`src/rtl/alu_pkg.sv`:
```
// Shared ALU control codes and FSM encodings for the decoder and the iterative ALU.
package alu_pkg;

  localparam logic [2:0] ALU_AND = 3'b000;
  localparam logic [2:0] ALU_OR  = 3'b001;
  localparam logic [2:0] ALU_ADD = 3'b010;
  localparam logic [2:0] ALU_SUB = 3'b110;
  localparam logic [2:0] ALU_MUL = 3'b100;

  localparam logic [1:0] ST_IDLE = 2'd0;
  localparam logic [1:0] ST_MUL  = 2'd1;
  localparam logic [1:0] ST_DONE = 2'd2;

endpackage

```
`src/rtl/alu_iterative_if.sv`:
```
// Issue/result bundle between the execute stage issuer and alu_iterative.
interface alu_iterative_if #(
  parameter int unsigned WIDTH = 32
);
  logic             start_i;
  logic [2:0]       ALUCtrl_i;
  logic [WIDTH-1:0] data1_i;
  logic [WIDTH-1:0] data2_i;
  logic [WIDTH-1:0] data_o;
  logic             Zero_o;
  logic             busy_o;
  logic             done_o;

  modport master (
    output start_i, ALUCtrl_i, data1_i, data2_i,
    input  data_o, Zero_o, busy_o, done_o
  );

  modport slave (
    input  start_i, ALUCtrl_i, data1_i, data2_i,
    output data_o, Zero_o, busy_o, done_o
  );
endinterface

```
`src/rtl/alu_mul_step.sv`:
```
// One combinational shift-add multiply step: conditional accumulate, then shift operands.
module alu_mul_step #(
  parameter int unsigned WIDTH = 32
) (
  input  logic [WIDTH-1:0] acc_i,
  input  logic [WIDTH-1:0] mcand_i,
  input  logic [WIDTH-1:0] mplier_i,
  output logic [WIDTH-1:0] acc_o,
  output logic [WIDTH-1:0] mcand_o,
  output logic [WIDTH-1:0] mplier_o
);

  always_comb begin
    acc_o    = mplier_i[0] ? (acc_i + mcand_i) : acc_i;
    mcand_o  = mcand_i << 1;
    mplier_o = mplier_i >> 1;
  end

endmodule

```
`src/rtl/alu_iterative.sv`:
```
// Execute-stage ALU: add/sub/and/or in one cycle, mul as a WIDTH-step shift-add
// iteration behind a start/busy/done handshake.
module alu_iterative
  import alu_pkg::*;
#(
  parameter int unsigned WIDTH = 32
) (
  input logic             clk_i,
  input logic             rst_i,
  alu_iterative_if.slave  bus
);

  localparam int unsigned   CW       = (WIDTH > 1) ? $clog2(WIDTH) : 1;
  localparam logic [CW-1:0] CNT_LAST = CW'(WIDTH - 1);

  logic [1:0]       state_q, state_d;
  logic [CW-1:0]    cnt_q, cnt_d;
  logic [WIDTH-1:0] acc_q, acc_d;
  logic [WIDTH-1:0] mcand_q, mcand_d;
  logic [WIDTH-1:0] mplier_q, mplier_d;
  logic [WIDTH-1:0] data_q, data_d;
  logic             zero_q, zero_d;

  logic [WIDTH-1:0] acc_step, mcand_step, mplier_step;
  logic [WIDTH-1:0] alu_res;

  alu_mul_step #(.WIDTH(WIDTH)) u_step (
    .acc_i    (acc_q),
    .mcand_i  (mcand_q),
    .mplier_i (mplier_q),
    .acc_o    (acc_step),
    .mcand_o  (mcand_step),
    .mplier_o (mplier_step)
  );

  // Undefined codes fall through to add, matching the decoder default.
  always_comb begin
    case (bus.ALUCtrl_i)
      ALU_AND: alu_res = bus.data1_i & bus.data2_i;
      ALU_OR:  alu_res = bus.data1_i | bus.data2_i;
      ALU_SUB: alu_res = bus.data1_i + ~bus.data2_i + WIDTH'(1);
      default: alu_res = bus.data1_i + bus.data2_i;
    endcase
  end

  always_comb begin
    state_d  = state_q;
    cnt_d    = cnt_q;
    acc_d    = acc_q;
    mcand_d  = mcand_q;
    mplier_d = mplier_q;
    data_d   = data_q;
    zero_d   = zero_q;
    case (state_q)
      ST_MUL: begin
        acc_d    = acc_step;
        mcand_d  = mcand_step;
        mplier_d = mplier_step;
        cnt_d    = cnt_q + CW'(1);
        if (cnt_q == CNT_LAST) begin
          data_d  = acc_step;
          zero_d  = (acc_step == '0);
          state_d = ST_DONE;
        end
      end
      default: begin
        // IDLE and DONE both accept, so results can issue back-to-back.
        if (bus.start_i) begin
          if (bus.ALUCtrl_i == ALU_MUL) begin
            mcand_d  = bus.data1_i;
            mplier_d = bus.data2_i;
            acc_d    = '0;
            cnt_d    = '0;
            state_d  = ST_MUL;
          end else begin
            data_d  = alu_res;
            zero_d  = (alu_res == '0);
            state_d = ST_DONE;
          end
        end else begin
          state_d = ST_IDLE;
        end
      end
    endcase
  end

  always_ff @(posedge clk_i or negedge rst_i) begin
    if (!rst_i) begin
      state_q  <= ST_IDLE;
      cnt_q    <= '0;
      acc_q    <= '0;
      mcand_q  <= '0;
      mplier_q <= '0;
      data_q   <= '0;
      zero_q   <= 1'b1;
    end else begin
      state_q  <= state_d;
      cnt_q    <= cnt_d;
      acc_q    <= acc_d;
      mcand_q  <= mcand_d;
      mplier_q <= mplier_d;
      data_q   <= data_d;
      zero_q   <= zero_d;
    end
  end

  assign bus.data_o = data_q;
  assign bus.Zero_o = zero_q;
  assign bus.busy_o = (state_q == ST_MUL);
  assign bus.done_o = (state_q == ST_DONE);

endmodule

```
`src/flat_wrapper.sv`:
```
// flat-port wrapper written by rule: the top's interface ports become plain ports
module alu_iterative_flat import alu_pkg::*;
#(
  parameter int unsigned WIDTH = 32
)
  (clk_i, rst_i, bus_start_i, bus_ALUCtrl_i, bus_data1_i, bus_data2_i, bus_data_o, bus_Zero_o, bus_busy_o, bus_done_o);
  alu_iterative_if #(.WIDTH(WIDTH)) bus_i ();
  input logic clk_i;
  input logic rst_i;
  input wire logic [$bits(bus_i.start_i)-1:0] bus_start_i;
  input wire logic [$bits(bus_i.ALUCtrl_i)-1:0] bus_ALUCtrl_i;
  input wire logic [$bits(bus_i.data1_i)-1:0] bus_data1_i;
  input wire logic [$bits(bus_i.data2_i)-1:0] bus_data2_i;
  output wire logic [$bits(bus_i.data_o)-1:0] bus_data_o;
  output wire logic [$bits(bus_i.Zero_o)-1:0] bus_Zero_o;
  output wire logic [$bits(bus_i.busy_o)-1:0] bus_busy_o;
  output wire logic [$bits(bus_i.done_o)-1:0] bus_done_o;
  assign bus_i.start_i = bus_start_i;
  assign bus_i.ALUCtrl_i = bus_ALUCtrl_i;
  assign bus_i.data1_i = bus_data1_i;
  assign bus_i.data2_i = bus_data2_i;
  assign bus_data_o = bus_i.data_o;
  assign bus_Zero_o = bus_i.Zero_o;
  assign bus_busy_o = bus_i.busy_o;
  assign bus_done_o = bus_i.done_o;
  alu_iterative #(.WIDTH(WIDTH)) u_core (.clk_i(clk_i), .rst_i(rst_i), .bus(bus_i));
endmodule
```
`config.mk`:
```
export PLATFORM = sky130hd
export DESIGN_NAME = alu_iterative_flat
export DESIGN_NICKNAME = d
export VERILOG_FILES = /design/src/rtl/alu_pkg.sv /design/src/rtl/alu_iterative_if.sv /design/src/rtl/alu_mul_step.sv /design/src/rtl/alu_iterative.sv /design/src/flat_wrapper.sv
export SDC_FILE = /design/constraint.sdc
export NUM_CORES = 1
export LEC_CHECK = 0
export BUFFER_PORTS_ARGS = -buffer_cell sky130_fd_sc_hd__buf_2
export CORE_MARGIN = 2
export CORE_UTILIZATION = 45
export DETAILED_ROUTE_END_ITERATION = 10
export GPL_TIMING_DRIVEN = 0
export PLACE_DENSITY_LB_ADDON = 0.15
export RECOVER_POWER = 100
export SYNTH_ARGS = -nofsm -noshare
export SYNTH_HDL_FRONTEND = slang
export SYNTH_SLANG_ARGS = --single-unit
```
`constraint.sdc`:
```
create_clock -name clk_i -period 7.1 [get_ports clk_i]
set_input_delay 0.71 -clock clk_i [delete_from_list [all_inputs] [get_ports clk_i]]
set_output_delay 0.71 -clock clk_i [all_outputs]
set_load 0.1 [all_outputs]
```
==> results.yml, run 1 <==
floorplan:
  dieArea_mm2: 0.0312
  num_rows: 63
  die_x_um: 177
  core_area_mm2: 0.0295
  start_util_pct: 45.4
  fp.dieH_um: 177
  ios: 105
sta:
  setup_viol: 0
  fmax_ghz: 0.188
  fin_crit_ns: 5.33
  slew_headroom_pct: -81.0
  rsz0062_at_grt: "false"
  setup_tns_ns: 0
  worstMarginPinSlew_ns: 2.71
  fin_skew_ns: 0.00842
  finalCritPeriodShare_pct: 75.1
  slew_viol_final: 145
  hold_viol_final: 0
grt:
  grt_pass1_wl_um: 80000
  grt_max_degree: 90
  grt_pass1_vias: 13516
  grt-ovfl-total: 0
  antenna_found_initial: 0
  track_usage_pct: 33.6
clocking:
  cts_setup_buffers: 0
  cts_tree: "yes"
  h-tree-depth: 4
  clkSlewWorstSetupHoldPaths_ns: 0.07
  cts_buffers: 17
  clock_path_buffers: 2
  ctsHoldBuffers: 0
  ctsResizeCount: 0
  clkSinkCount: 136
  clock_latency_ns: 0.44
  clockRootBuffer: "clkbuf_16"
finish:
  final_nets: 2120
  post-route-util_pct: 50.6
  synthToLayoutAreaGrowth_pct: 11.3
  diodes: 0
  final.fill_count: 3078
  drive_gt1_share_pct: 7.87
critical_path:
  cp_max_fo: 5
  crit_arrival_ns: 5.69
  rr_worst_depth: 12
  end_kind: "flop"
  cp.required_ns: 7.46
  reg2reg_from: "u_core.mcand_q[2]$_DFFE_PN0P_"
  reg2reg_to: "u_core.bus.Zero_o$_DFFE_PN1P_"
  critPathLaunch: "bus_data1_i[0]"
  crit_type: "input port to flop"
  r2r_setup_slack_ns: 2.46
  cp-start-kind: "input port"
synthesis:
  yosysSeqAreaShare_pct: 25.4
  synth_fp_nets: 1996
  synth.most_common_cell: "nand2_1"
  syn_inst: 1795
  synth_area_mm2: 0.0134
  synth.distinct_cells: 96
  yosysTopAreaCellShare_pct: 25.2
  yosysTopAreaCell: "dfrtp_1"
  synth_seq_cells: 136
  async_flop_share_pct: 100
  syn_avg_cell_area_um2: 7.46
  synth.area.top_cells: "dfrtp_1 (25%), ha_1 (12%), nand2_1 (7.8%)"
  synth_edf_count: 0
  synth-warning-count: 0
  synthFlopType: "dfrtp_1"
  synth.top_cells.by_count: "nand2_1 (279), nor2_1 (162), dfrtp_1 (135), ha_1 (128), o21ai_0 (128)"
detailed_routing:
  ant_nets: 0
  route.detailed.drc: 0
  drtPass1Iterations: 6
  drt_iter0_markers: 1458
  drt-total-wl_um: 52400
  post_drt_wl_per_cell_um: 22.6
  drt-vias-per-instance: 6.20
  vias: 14394
power:
  cellPowerDensity_mw_per_mm2: 344
  seqPwrFrac_pct: 24.9
  p_switching_mw: 2.60
  ir_drop_uv: 167
  power_frac_comb_pct: 56.4
  leakagePower_nw: 6.74
  power_frac_clock_pct: 18.7
  p_int_mw: 2.53
  netSwitchingFraction_pct: 50.7
worst_hold_path:
  hold_path.startpoint: "u_core.bus.data_o[2]$_DFFE_PN0P_"
  min_path_cells: 1
  hold_class: "flop to flop"
  whs_endpoint: "u_core.bus.data_o[2]$_DFFE_PN0P_"
placement:
  port-buffer-count: 104
  place_congestion: 0.944
  place_hpwl_um: 41100
run_status:
  violations: "max-capacitance violations, max-slew violations"
  status: "complete, but fails checks"
flow_run:
  maxCapViolations: 3
flip-flops by register name, indices dropped and copies added (netlist names):
register	cells
u_core.acc_q	32
u_core.bus.data_o	32
u_core.mcand_q	32
u_core.mplier_q	32
u_core.cnt_q	5
u_core.state_q	2
u_core.bus.Zero_o	1
layer usage:
| metal | vias to the layer above | track usage [%] | wire length, um |
|---|---|---|---|
| met3 | 93 | 3.81 | 3500 |
| met1 | 6980 | 47.6 | 23800 |
| met4 | 0 | 11.6 | 1610 |
| met2 | 576 | 53.0 | 23500 |
| met5 | - | 0 | 0 |
| li1 | 6745 | - | - |
layout make-up:
class	count	area [um^2]	area share, %
Sequential cell	136	3400	22.8
Buffer	116	470	3.16
Clock inverter	13	169	1.13
Tap cell	390	488	3.27
Clock buffer	19	443	2.97
Inverter	104	390	2.62
Timing Repair Buffer	105	477	3.20
Multi-Input combinational cell	1439	9060	60.8
metrics by stage:
stage | cell area [um^2] | hold slack, ns | total power, mW | instances | worst slack, ns
CTS | 15000 | 0.223 | 5.10 | 2322 | 2.58
global route | 14900 | 0.492 | 5.44 | 2322 | 1.62
detailed placement | 14400 | 0.465 | 4.12 | 2290 | 2.14
global placement | 14400 | 0.460 | 4.10 | 2289 | 2.16
finish | 14900 | 0.486 | 5.13 | 2322 | 1.77
floorplan | 13400 | 0.414 | 3.32 | 1795 | 3.14
logic make-up after synthesis:
logic type      after synthesis  synth area share [%]
xor+xnor                     22                  1.44
flops                       136                  25.4
mux                          26                  1.99
compound gates              587                  29.1
fa+ha+maj                   131                  12.4
buf+inv                     220                  6.46
simple gates                673                  23.2
cell usage in the layout, fill, tap and decap left out, types with 15 or more instances in the layout:
| cell type | count |
|---|---|
| nand2_1 | 279 |
| nor2_1 | 162 |
| dfrtp_1 | 135 |
| o21ai_0 | 129 |
| clkbuf_1 | 128 |
| ha_1 | 128 |
| a21oi_1 | 124 |
| inv_1 | 103 |
| buf_2 | 82 |
| a31oi_1 | 77 |
| nand3_1 | 53 |
| a211oi_1 | 37 |
| a21o_1 | 32 |
| nor3_1 | 30 |
| o211ai_1 | 23 |
| mux2i_1 | 21 |
| nor2b_1 | 20 |
| nand2b_1 | 19 |
| nand4_1 | 17 |
| o31ai_1 | 17 |
| clkbuf_16 | 17 |
| nor4_1 | 15 |
worst max-delay path, cell delays in order:
cell	delay, ns
clkbuf_1	0.12
inv_1	0.09
ha_1	0.19
inv_1	0.06
fa_1	0.41
nor2b_1	0.18
o311ai_0	1.24
a31o_1	0.34
nor4_1	0.08
o41ai_1	0.42
mux2i_1	0.24
nand3_1	0.15
or4b_1	0.61
nor4_1	0.42
nand4_1	0.18
o31ai_2	0.24
worst max-delay path by stage:
| stage | slack [ns] | cells past startpoint | to |
|---|---|---|---|
| 3_3_place_gp | 2.16 | 16 | u_core.bus.Zero_o$_DFFE_PN1P_ |
| 6_report | 1.77 | 16 | u_core.bus.Zero_o$_DFFE_PN1P_ |
| 3_5_place_dp | 2.14 | 16 | u_core.bus.Zero_o$_DFFE_PN1P_ |
| 4_1_cts | 2.58 | 16 | u_core.bus.Zero_o$_DFFE_PN1P_ |
| 5_1_grt | 1.62 | 16 | u_core.bus.Zero_o$_DFFE_PN1P_ |
| 2_1_floorplan | 3.14 | 15 | u_core.bus.Zero_o$_DFFE_PN1P_ |
power groups by stage:
| stage | clock (mW) | combinational, mW | sequential (mW) |
|---|---|---|---|
| floorplan | 0 | 1.79 | 1.53 |
| global placement | 0 | 2.83 | 1.27 |
| detailed placement | 0 | 2.84 | 1.28 |
| CTS | 0.964 | 2.87 | 1.27 |
| global route | 0.996 | 3.15 | 1.30 |
| finish | 0.958 | 2.89 | 1.28 |
Note: power is estimated with default switching activity, not from simulation.
==> run 2, diff against run 1 <==
Settings changed: ABC_AREA set to 1.
Clock period 7.1 ns to 5.3 ns, I/O delays scaled along.
==> run 2 against run 1 <==
The flow still finishes with violations (max-capacitance violations, max-slew violations); via count grew 9.9%; flip-flop and latch count did not move; hold slack got worse by 0.055 ns; register-to-register slack worse by 0.32 ns; global-route usage up 0.49 points; largest cell class unchanged; total power grew 20%; combinational power is 13% higher; highest routed layer unchanged; worst setup slack got worse by 0.58 ns.
==> results.yml, run 2 <==
run_status:
  status: "complete, but fails checks"
  violations: "max-capacitance violations, max-slew violations"
finish:
  drive_gt1_share_pct: 5.38
  final_nets: 2679
  final_cell_mix: "nand2_1 (804), inv_1 (382), nor2_1 (217)"
  multiInputGateArea_mm2: 0.00897
  synthToLayoutAreaGrowth_pct: 11.3
  final.fill_count: 3371
  regArea_mm2: 0.00340
  fin_cells: 2885
  diodes: 0
  mostFrequentLayoutCell: "nand2_1"
floorplan:
  die_x_um: 181
  ios: 105
  dieArea_mm2: 0.0328
  num_rows: 64
  start_util_pct: 45.9
  core_area_mm2: 0.0307
  fp.dieH_um: 181
sta:
  slew_viol_final: 51
  rsz0062_at_grt: "false"
  setup_tns_ns: 0
  worstMarginPinSlew_ns: 2.85
  finalCritPeriodShare_pct: 77.5
  slew_headroom_pct: -89.8
  fin_ws_ns: 1.19
  hold_ws_ns: 0.431
  fin_skew_ns: 0.0110
  hold_viol_final: 0
  fin_crit_ns: 4.11
  fmax_ghz: 0.243
  setup_viol: 0
detailed_routing:
  drtPass1Iterations: 7
  drt-total-wl_um: 56000
  route.detailed.drc: 0
  drt_iter0_markers: 1292
  drt-vias-per-instance: 5.48
  vias: 15821
  ant_nets: 0
  post_drt_wl_per_cell_um: 19.4
synthesis:
  synth.most_common_cell: "nand2_1"
  synth_seq_cells: 136
  synth.distinct_cells: 41
  synth_fp_nets: 2555
  yosysTopAreaCellShare_pct: 23.9
  synthFlopType: "dfrtp_1"
  yosysTopAreaCell: "dfrtp_1"
  syn_avg_cell_area_um2: 6.00
  syn_inst: 2354
  async_flop_share_pct: 100
  synth.area.top_cells: "dfrtp_1 (24%), nand2_1 (21%), ha_1 (11%)"
  yosysSeqAreaShare_pct: 24.1
  synth.top_cells.by_count: "nand2_1 (804), inv_1 (381), nor2_1 (216), nand3_1 (191), dfrtp_1 (135)"
  synth-warning-count: 0
  synth_edf_count: 0
  synth_area_mm2: 0.0141
critical_path:
  crit_type: "flop to primary output"
  crit_arrival_ns: 3.58
  crit_top_cell: "clkbuf_1"
  max_stage_delay_ns: 0.93
  cp_max_fo: 10
  cp_slowest_cell: "clkbuf_1"
  cp-start-kind: "flop"
  path_cells: "inv_1 > nand2_1 > clkinv_1 > clkbuf_1 > clkbuf_1 > clkbuf_1"
  end_kind: "primary output"
  cp.required_ns: 4.77
power:
  leakagePower_nw: 8.61
  netSwitchingFraction_pct: 49.7
  p_int_mw: 3.10
  seqPwrFrac_pct: 26.8
  power_frac_clock_pct: 20.3
  p_switching_mw: 3.07
  power_frac_comb_pct: 52.8
  cellPowerDensity_mw_per_mm2: 392
  power_mw: 6.16
  ir_drop_uv: 272
clocking:
  h-tree-depth: 4
  clock_latency_ns: 0.43
  clkSinkCount: 136
  cts_setup_buffers: 0
  cts_tree: "yes"
  cts_buffers: 17
  ctsResizeCount: 0
  clock_path_buffers: 2
  clockRootBuffer: "clkbuf_16"
  ctsHoldBuffers: 0
  clkSlewWorstSetupHoldPaths_ns: 0.06
worst_hold_path:
  hold_class: "input port to flop"
placement:
  place_congestion: 0.975
  place_inst: 2855
  port-buffer-count: 104
  place_hpwl_um: 47100
  place_ws_ns: 1.74
grt:
  antenna_found_initial: 0
  grt_pass1_vias: 15070
  track_usage_pct: 34.1
  grt-ovfl-total: 0
  grt_pass1_wl_um: 85100
  grt_max_degree: 87
flow_run:
  maxCapViolations: 1
## run 2: cell count changes in the layout (fill, tap and decap cells not counted), sizes merged, moves of 32 or more
| cell | delta |
|---|---|
| a211oi | -37 |
| a21o | -32 |
| a31oi | -55 |
| clkbuf | -42 |
| inv | +280 |
| nand2 | +526 |
| nand3 | +139 |
| nor2 | +59 |
| o21ai | -41 |
## run 2: cells by family (layout without fill, tap and decap cells)
| family | count (synthesis) | after routing | synth area share [%] |
|---|---|---|---|
| AOI/OAI and AO/OA | 335 | 335 | 14.1 |
| xor gates and xnor gates | 8 | 8 | 0.496 |
| adders and majority gates | 131 | 131 | 11.8 |
| buffers and inverters | 456 | 591 | 12.3 |
| DFF | 136 | 136 | 24.1 |
| and+or+nand+nor | 1288 | 1288 | 37.2 |
## run 2: worst paths after layout
check / startpoint / end / slack, ns / depth (start not counted)
min in group asynchronous: rst_i / u_core.mplier_q[3]$_DFFE_PN0P_ / 1.01 / 1
hold reg to reg: u_core.bus.Zero_o$_DFFE_PN1P_ / u_core.bus.Zero_o$_DFFE_PN1P_ / 0.47 / 2
hold / removal: bus_data2_i[31] / u_core.mplier_q[31]$_DFFE_PN0P_ / 0.43 / 3
setup reg to reg: u_core.mcand_q[0]$_DFFE_PN0P_ / u_core.bus.Zero_o$_DFFE_PN1P_ / 2.14 / 19
max in group asynchronous: rst_i / u_core.bus.data_o[10]$_DFFE_PN0P_ / 2.67 / 1
setup / recovery: u_core.state_q[1]$_DFFE_PN0P_ / bus_busy_o / 1.19 / 6
## run 2: area by class of cell
class | count | area share [%]
multi-input cells | 1762 | 57.1
flip-flops and latches | 136 | 21.6
inverters | 388 | 9.26
repair buffers | 105 | 3.18
well taps | 396 | 3.15
clock buffers | 22 | 2.95
plain buffers | 68 | 1.81
clock inverters | 8 | 0.931
## run 2: critical path, delay by kind of cell (launching register included)
family        cells  cell delay, ns
buf+inv           5            2.62
flops             1            0.36
simple gates      1            0.16
## run 2: layer usage
layer	wire length, um	up-vias	global-route usage, %	share of wire, %
li1	-	7759	-	-
met1	24300	7409	45.2	43
met5	0	-	0	0
met4	1890	0	11.8	3.4
met3	3450	84	3.45	6.2
met2	26300	569	57.8	47
## run 2: stage by stage
stage	instance area [um^2]	util, %
after global routing	15700	51.1
after floorplan	14100	-
after global placement	15100	49.2
after detailed placement	15200	49.3
after CTS	15800	51.3
final	15700	51.1
## run 2: power by group through the flow
stage	registers (mW)	clock network, mW	logic (mW)
floorplan	2.03	0	1.95
global placement	1.65	0	3.20
detailed placement	1.65	0	3.23
CTS	1.64	1.25	3.25
global route	1.69	1.30	3.61
finish	1.65	1.25	3.26
==> run 3, diff against run 2 <==
Clock period 5.3 ns to 4.3 ns, I/O delays scaled along.
==> run 3 against run 2 <==
Clock skew is 0.0015 ns lower; routed wire length is 0.29% higher; critical path type unchanged; largest cell class unchanged; register-to-register slack lost 0.99 ns; the flow still finishes with violations (max-capacitance violations, max-slew violations); largest power group unchanged.
==> results.yml, run 3 (synthesized netlist as in run 2, its figures left out) <==
grt:
  antenna_found_initial: 0
  grt_max_degree: 87
  track_usage_pct: 34.1
  grt_pass1_vias: 15073
  grt-ovfl-total: 0
  grt_pass1_wl_um: 85100
sta:
  slew_viol_final: 51
  hold_ws_ns: 0.336
  worstMarginPinSlew_ns: 2.90
  setup_viol: 0
  rsz0062_at_grt: "false"
  finalCritPeriodShare_pct: 84.2
  setup_tns_ns: 0
  slew_headroom_pct: -93.0
  fmax_ghz: 0.276
  fin_skew_ns: 0.00953
  hold_viol_final: 0
  fin_crit_ns: 3.62
detailed_routing:
  drt_iter0_markers: 1392
  drtPass1Iterations: 6
  post_drt_wl_per_cell_um: 19.5
  ant_nets: 0
  route.detailed.drc: 0
  drt-total-wl_um: 56200
  drt-vias-per-instance: 5.46
  vias: 15759
finish:
  drive_gt1_share_pct: 5.50
  regArea_mm2: 0.00340
  final_nets: 2680
  synthToLayoutAreaGrowth_pct: 11.5
  mostFrequentLayoutCell: "nand2_1"
  final.fill_count: 3367
  diodes: 0
  final_cell_mix: "nand2_1 (804), inv_1 (382), nor2_1 (216)"
  post-route-util_pct: 51.2
  multiInputGateArea_mm2: 0.00898
critical_path:
  cp_max_fo: 10
  critical_path.top_delay_family: "buffers and inverters"
  path_cells: "inv_1 > nand2_1 > clkinv_1 > clkbuf_1 > clkbuf_1 > clkbuf_2"
  crit_type: "flop to primary output"
  crit_arrival_ns: 3.19
  max_stage_delay_ns: 0.76
  worst-path-buf-inv: 5
  end_kind: "primary output"
  cp.required_ns: 3.87
  crit_top_cell: "clkbuf_1"
  cp_slowest_cell: "clkbuf_1"
  cp-start-kind: "flop"
clocking:
  clockRootBuffer: "clkbuf_16"
  ctsResizeCount: 0
  cts_setup_buffers: 0
  cts_buffers: 17
  cts_tree: "yes"
  clkSlewWorstSetupHoldPaths_ns: 0.06
  h-tree-depth: 4
  clock_path_buffers: 2
  clkSinkCount: 136
  clock_latency_ns: 0.43
placement:
  port-buffer-count: 104
  place_hpwl_um: 47100
  place_congestion: 0.975
floorplan:
  ios: 105
  start_util_pct: 45.9
  core_area_mm2: 0.0307
  num_rows: 64
  die_x_um: 181
  dieArea_mm2: 0.0328
  fp.dieH_um: 181
run_status:
  violations: "max-capacitance violations, max-slew violations"
  status: "complete, but fails checks"
power:
  leakagePower_nw: 8.62
  ir_drop_uv: 331
  cellPowerDensity_mw_per_mm2: 483
flow_run:
  maxCapViolations: 1
worst_hold_path:
  hold_class: "input port to flop"
-- run 3: cell types whose count changed in the layout (fill, tap and decap cells not counted), sizes merged --
cell         change
buf              +1
clkbuf           -1
dlygate4sd3      +1
-- run 3: report_power, final --
part	internal [mW]	switching (mW)
Sequential	1.69	0.352
Combinational	1.14	2.88
Clock	0.993	0.548
-- run 3: area by class of cell --
cell class / instances / area share [%]
plain buffers: 68 / 1.81
clock inverters: 8 / 0.930
inverters: 388 / 9.25
multi-input cells: 1762 / 57.0
flip-flops and latches: 136 / 21.6
well taps: 396 / 3.15
repair buffers: 106 / 3.26
clock buffers: 22 / 2.95
-- run 3: path summary, 6_finish.rpt --
| path | startpoint | endpoint | slack [ns] | depth (start not counted) |
|---|---|---|---|---|
| max | u_core.state_q[1]$_DFFE_PN0P_ | bus_busy_o | 0.68 | 6 |
| max reg2reg | u_core.mcand_q[0]$_DFFE_PN0P_ | u_core.bus.Zero_o$_DFFE_PN1P_ | 1.15 | 19 |
| min reg2reg | u_core.bus.Zero_o$_DFFE_PN1P_ | u_core.bus.Zero_o$_DFFE_PN1P_ | 0.47 | 2 |
| min | bus_data2_i[31] | u_core.mplier_q[31]$_DFFE_PN0P_ | 0.34 | 3 |
| max in group asynchronous | rst_i | u_core.acc_q[11]$_DFFE_PN0P_ | 1.17 | 2 |
| min in group asynchronous | rst_i | u_core.mplier_q[3]$_DFFE_PN0P_ | 1.48 | 2 |
-- run 3: metrics by stage --
| step | setup slack [ns] | instances | total power, mW | instance area [um^2] |
|---|---|---|---|---|
| final | 0.681 | 2886 | 7.61 | 15700 |
| after global routing | 0.587 | 2886 | 8.15 | 15700 |
| after CTS | 0.711 | 2886 | 7.58 | 15800 |
| after detailed placement | 0.842 | 2855 | 6.02 | 15200 |
| after global placement | 0.869 | 2854 | 5.98 | 15100 |
| after floorplan | 1.88 | 2354 | 4.90 | 14100 |
-- run 3: layer usage --
metal | GRT usage (%) | share of wire (%) | vias to the layer above
met5 | 0 | 0 | -
met1 | 45.2 | 44 | 7381
li1 | - | - | 7771
met2 | 57.8 | 47 | 522
met4 | 11.8 | 3.4 | 0
met3 | 3.45 | 6.0 | 85
-- run 3: worst register-to-register path: cells and delay by family (launching register included) --
family	cells	cell delay [ns]
DFF	1	0.42
adders and majority gates	2	0.75
AOI/OAI and AO/OA	1	0.13
and+or+nand+nor	16	1.80
-- run 3: repair_timing --
action / CTS / global route
hold buffers: 1 / 0
hold endpoints to repair: 50 / 0
endpoints found under the setup margin: 0 / 0
